File: src/rtl/cm_rst_seq.sv
// Purpose: ordered reset sequencer; holds N_CH channel resets, then releases them in index order.
// Latency: ch0 visible released HOLD_CYC cycles after reset/sw reset ends, then one channel per GAP_CYC.
// Backpressure: none; i_sw_rst restarts at any time, i_ch_req pulses are only taken once DONE.
module cm_rst_seq #(
  parameter int              N_CH      = 4,
  parameter int              HOLD_CYC  = 16,
  parameter int              GAP_CYC   = 4,
  parameter logic [N_CH-1:0] CH_ACTIVE = {N_CH{1'b1}},
  localparam int             ST_W      = $clog2(N_CH + 1)
) (
  input  logic            clk,
  input  logic            rst,
  input  logic            i_sw_rst,
  input  logic [N_CH-1:0] i_ch_req,
  output logic [N_CH-1:0] o_ch_rst,
  output logic            o_busy,
  output logic            o_done,
  output logic [ST_W-1:0] o_stage
);

  localparam int MAX_CYC   = (HOLD_CYC > GAP_CYC) ? HOLD_CYC : GAP_CYC;
  localparam int CNT_W     = $clog2(MAX_CYC + 1);
  localparam int HOLD_LAST = HOLD_CYC - 1;
  // REL is never entered with GAP_CYC=0, so the clamp only keeps the constant legal.
  localparam int GAP_LAST  = (GAP_CYC > 0) ? GAP_CYC - 1 : 0;

  typedef enum logic [1:0] {
    S_HOLD = 2'd0,
    S_REL  = 2'd1,
    S_DONE = 2'd2
  } state_t;

  state_t                       state_q, state_d;
  logic [CNT_W-1:0]             cnt_q, cnt_d;
  logic [ST_W-1:0]              stage_q, stage_d;
  logic [N_CH-1:0][CNT_W-1:0]   pcnt_q, pcnt_d;
  logic [N_CH-1:0]              ch_rst_q, ch_rst_d;
  logic                         busy_q, busy_d;
  logic                         done_q, done_d;

  // Next-state: sw reset restarts, HOLD/REL count out releases, DONE runs soft-reset pulses.
  always_comb begin
    state_d  = state_q;
    cnt_d    = cnt_q;
    stage_d  = stage_q;
    pcnt_d   = pcnt_q;
    ch_rst_d = ch_rst_q;

    if (i_sw_rst) begin
      state_d = S_HOLD;
      cnt_d   = '0;
      stage_d = '0;
      pcnt_d  = '0;
    end else begin
      case (state_q)
        S_HOLD: begin
          if (cnt_q == CNT_W'(HOLD_LAST)) begin
            cnt_d = '0;
            if (N_CH == 1 || GAP_CYC == 0) begin
              stage_d = ST_W'(N_CH);
              state_d = S_DONE;
            end else begin
              stage_d = ST_W'(1);
              state_d = S_REL;
            end
          end else begin
            cnt_d = cnt_q + CNT_W'(1);
          end
        end
        S_REL: begin
          if (cnt_q == CNT_W'(GAP_LAST)) begin
            cnt_d   = '0;
            stage_d = stage_q + ST_W'(1);
            if (stage_d == ST_W'(N_CH)) begin
              state_d = S_DONE;
            end
          end else begin
            cnt_d = cnt_q + CNT_W'(1);
          end
        end
        S_DONE: begin
          // A request reloads the full pulse length, so a retrigger extends the pulse.
          for (int k = 0; k < N_CH; k++) begin
            if (i_ch_req[k]) begin
              pcnt_d[k] = CNT_W'(HOLD_CYC);
            end else if (pcnt_q[k] != '0) begin
              pcnt_d[k] = pcnt_q[k] - CNT_W'(1);
            end
          end
        end
        default: begin
          state_d = S_HOLD;
          cnt_d   = '0;
          stage_d = '0;
          pcnt_d  = '0;
        end
      endcase
    end

    // A channel is asserted until the sequence has released it, or while its pulse runs.
    for (int k = 0; k < N_CH; k++) begin
      if ((ST_W'(k) >= stage_d) || (pcnt_d[k] != '0)) begin
        ch_rst_d[k] = CH_ACTIVE[k];
      end else begin
        ch_rst_d[k] = ~CH_ACTIVE[k];
      end
    end

    busy_d = (state_d != S_DONE);
    done_d = (state_d == S_DONE);
  end

  // State and output registers; rst forces every channel asserted and restarts in HOLD.
  always_ff @(posedge clk) begin
    if (rst) begin
      state_q  <= S_HOLD;
      cnt_q    <= '0;
      stage_q  <= '0;
      pcnt_q   <= '0;
      ch_rst_q <= CH_ACTIVE;
      busy_q   <= 1'b1;
      done_q   <= 1'b0;
    end else begin
      state_q  <= state_d;
      cnt_q    <= cnt_d;
      stage_q  <= stage_d;
      pcnt_q   <= pcnt_d;
      ch_rst_q <= ch_rst_d;
      busy_q   <= busy_d;
      done_q   <= done_d;
    end
  end

  assign o_ch_rst = ch_rst_q;
  assign o_busy   = busy_q;
  assign o_done   = done_q;
  assign o_stage  = stage_q;

endmodule
File: config.mk
export PLATFORM = sky130hd
export DESIGN_NAME = cm_rst_seq
export DESIGN_NICKNAME = d
export VERILOG_FILES = /design/src/rtl/cm_rst_seq.sv
export SDC_FILE = /design/constraint.sdc
export NUM_CORES = 1
export LEC_CHECK = 0
export CAP_MARGIN = 20
export CORE_ASPECT_RATIO = 1.2
export CORE_MARGIN = 2
export CORE_UTILIZATION = 40
export DETAILED_ROUTE_END_ITERATION = 12
export PLACE_DENSITY_LB_ADDON = 0.2
export SETUP_SLACK_MARGIN = 0.2
export SYNTH_ARGS = -nofsm -noshare
export SYNTH_HDL_FRONTEND = slang
export SYNTH_SLANG_ARGS = --single-unit
File: constraint.sdc
create_clock -name clk -period 2.8 [get_ports clk]
set_input_delay 0.56 -clock clk [delete_from_list [all_inputs] [get_ports clk]]
set_output_delay 0.56 -clock clk [all_outputs]
set_load 0.005 [all_outputs]
==> impl_metrics.json <==
{
  "fin_skew_ns": 0.004142,
  "start_kind": "flop",
  "synth_xor_area_frac": 0,
  "met1_usage": 0.2508,
  "dr_total_vias": 1812,
  "holdWs_ns": 0.5413,
  "clock-sinks": 36,
  "worstSetupPathType": "flop to flop",
  "worstMarginPinSlew_ns": 0.6101,
  "syn-cell-area_um2": 2011,
  "p_leak_nw": 0.8747,
  "clk_pin_slew_worst_paths_ns": 0.07,
  "drt-initial-drc-count": 111,
  "root_buffer": "clkbuf_8",
  "clock_latency_ns": 0.29,
  "hold_path.class": "flop to flop",
  "die_h_um": 81.67,
  "grt_pass1_wl_mm": 7.941,
  "crit_fanout": 7,
  "syn_avg_cell_area_um2": 8.075,
  "layoutNonFillerInstCount": 327,
  "synth_top_area_cell": "dfxtp_1",
  "wl_per_cell_um": 14.27,
  "fillCellCount": 521,
  "yosysUniqueCellTypes": 52,
  "final-setup-viol-count": 0,
  "avgViaCountPerCell": 5.541,
  "first_pass_iters": 4,
  "die-area_um2": 5612,
  "clk_path_buf_depth": 2,
  "setup_tns_ns": 0,
  "hold_viol": 0,
  "powerDensity_nw_per_um2": 430.0,
  "io_buffer_count": 15,
  "n_antenna_cell": 0,
  "cts_setup_buffers": 0,
  "rows": 28,
  "drtAntennaViolNets": 0,
  "pin_count": 16,
  "slew_viol_final": 0,
  "gr-usage-met2": 0.2971,
  "drcViolationCount": 0,
  "cap_violations": 0,
  "grt_max_degree": 22,
  "ctsResizeCount": 0,
  "grt_usage": 0.1874,
  "fin_nets": 282,
  "synth-edff-count": 0,
  "yosysSeqAreaShare": 0.3584,
  "rsz0062_at_grt": "no",
  "cts-htree-levels": 2,
  "synth-compound-area-share": 0.2414,
  "met3_usage": 0.03836,
  "cts_tree": "built",
  "syn_to_final_growth_pct": 16.68,
  "synth_flop_cell": "dfxtp_1",
  "layout-drive-gt1-share": 0.08614,
  "gp_congestion": 0.8709,
  "dp_cells": 319,
  "cts-buffers-inserted": 5,
  "required_ns": 2.97,
  "grt-ovfl-total": 0,
  "synth_cells": 249,
  "end_kind": "flop",
  "grt_pass1_vias": 1687,
  "die_w_um": 68.72,
  "antenna_found_initial": 0,
  "slew_headroom": 0.5875,
  "final_cell_mix": "36 x dfxtp_1, 35 x nor2_1, 19 x inv_1",
  "synth_top_area_frac": 0.3584,
  "synth_seq_cells": 36,
  "synthAdderAreaFrac": 0.05600,
  "muxShareOfSynthArea": 0.02800,
  "grt.busiest_layer": "met2",
  "hpwl_mm": 3.448,
  "yosys-top-cells-area": "dfxtp_1 36%, nor2_1 6.5%, ha_1 5.6%",
  "min_period_ns": 2.229,
  "crit_arrival_ns": 2.40,
  "period_share": 0.7960,
  "status": "finished, final reports clean",
  "postCtsHoldBufs": 0,
  "clock.fmax_mhz": 448.7,
  "yosys.area_share.simple": 0.2595,
  "ys_warn_count": 0,
  "routed_wl_mm": 4.667,
  "ir_worst_vdd_uv": 269.7,
  "layout_commonest_cell": "dfxtp_1",
  "async_flop_share": 0,
  "synth_top_family_by_area": "simple AND/OR/NAND/NOR gates",
  "core-area_um2": 4905,
  "synth_nets": 265,
  "start_util": 0.4099
}
[flip-flops by register name, indices dropped and copies added (netlist names)]
signal,cells
state_q,2
pcnt_q,20
o_busy,1
o_done,1
cnt_q,5
o_stage,3
o_ch_rst,4
[through the flow]
stage	setup WS, ns	power, mW	util	cell area, um2
global placement	0.4904	0.5669	0.4564	2238
detailed placement	0.4895	0.5671	0.4564	2238
global route	0.3182	1.051	0.4783	2346
finish	0.5713	1.009	0.4783	2346
CTS	0.5449	1.022	0.4783	2346
floorplan	0.7481	0.5463	-	2011
[final timing paths]
| kind | to | depth (start not counted) | slack [ns] | from |
|---|---|---|---|---|
| max | o_ch_rst[1] | 7 | 0.57 | pcnt_q[5] |
| min | pcnt_q[8] | 2 | 0.54 | pcnt_q[8] |
| max reg2reg | o_ch_rst[1] | 7 | 0.57 | pcnt_q[5] |
| min reg2reg | pcnt_q[8] | 2 | 0.54 | pcnt_q[8] |
[layer usage]
layer,vias to the layer above,routed length [um]
met5,-,0
met2,30,2155
met3,6,131
li1,940,-
met1,836,2315
met4,0,65
[logic make-up after synthesis]
kind of cell,Yosys count
DFF,36
muxes,5
buffers and inverters,30
AOI/OAI and AO/OA,71
and+or+nand+nor,98
adders and majority gates,9
[cell type report]
class	count	area, um2	share of cell area
tap	60	75.07	0.03200
multi-input combinational	183	1176	0.5013
inverter	19	71.32	0.03040
sequential	36	720.7	0.3072
timing repair buffer	21	195.2	0.08320
clock buffer	6	72.57	0.03093
clock inverter	2	35.03	0.01493
[cells in the mapped netlist (all sizes together) (3+ instances only)]
library cell  number
nand2             13
a21oi             15
nand2b             3
nor3              11
ha                 9
nand3              4
mux2i              3
inv               19
nand3b             6
or4b               3
nor2              35
dfxtp             36
a31oi              5
nor2b              3
o21ai             19
nor3b              4
clkbuf             9
a22oi              8
or2                3
and3               3
[report_power, final]
| part | switching, mW | total [mW] | leakage [nW] | internal, mW |
|---|---|---|---|---|
| clock | 0.190 | 0.454 | 0.0552 | 0.264 |
| combinational | 0.0227 | 0.0399 | 0.529 | 0.0172 |
| sequential | 0.00159 | 0.515 | 0.290 | 0.513 |
[worst max-delay path, stage by stage (launching register included)]
cell	delay [ns]
dfxtp_1	0.35
inv_1	0.07
ha_1	0.27
nor4b_1	0.55
nand3b_1	0.22
mux2_2	0.17
nand2_1	0.05
or4_1	0.45
(Power assumes the default switching activity.)
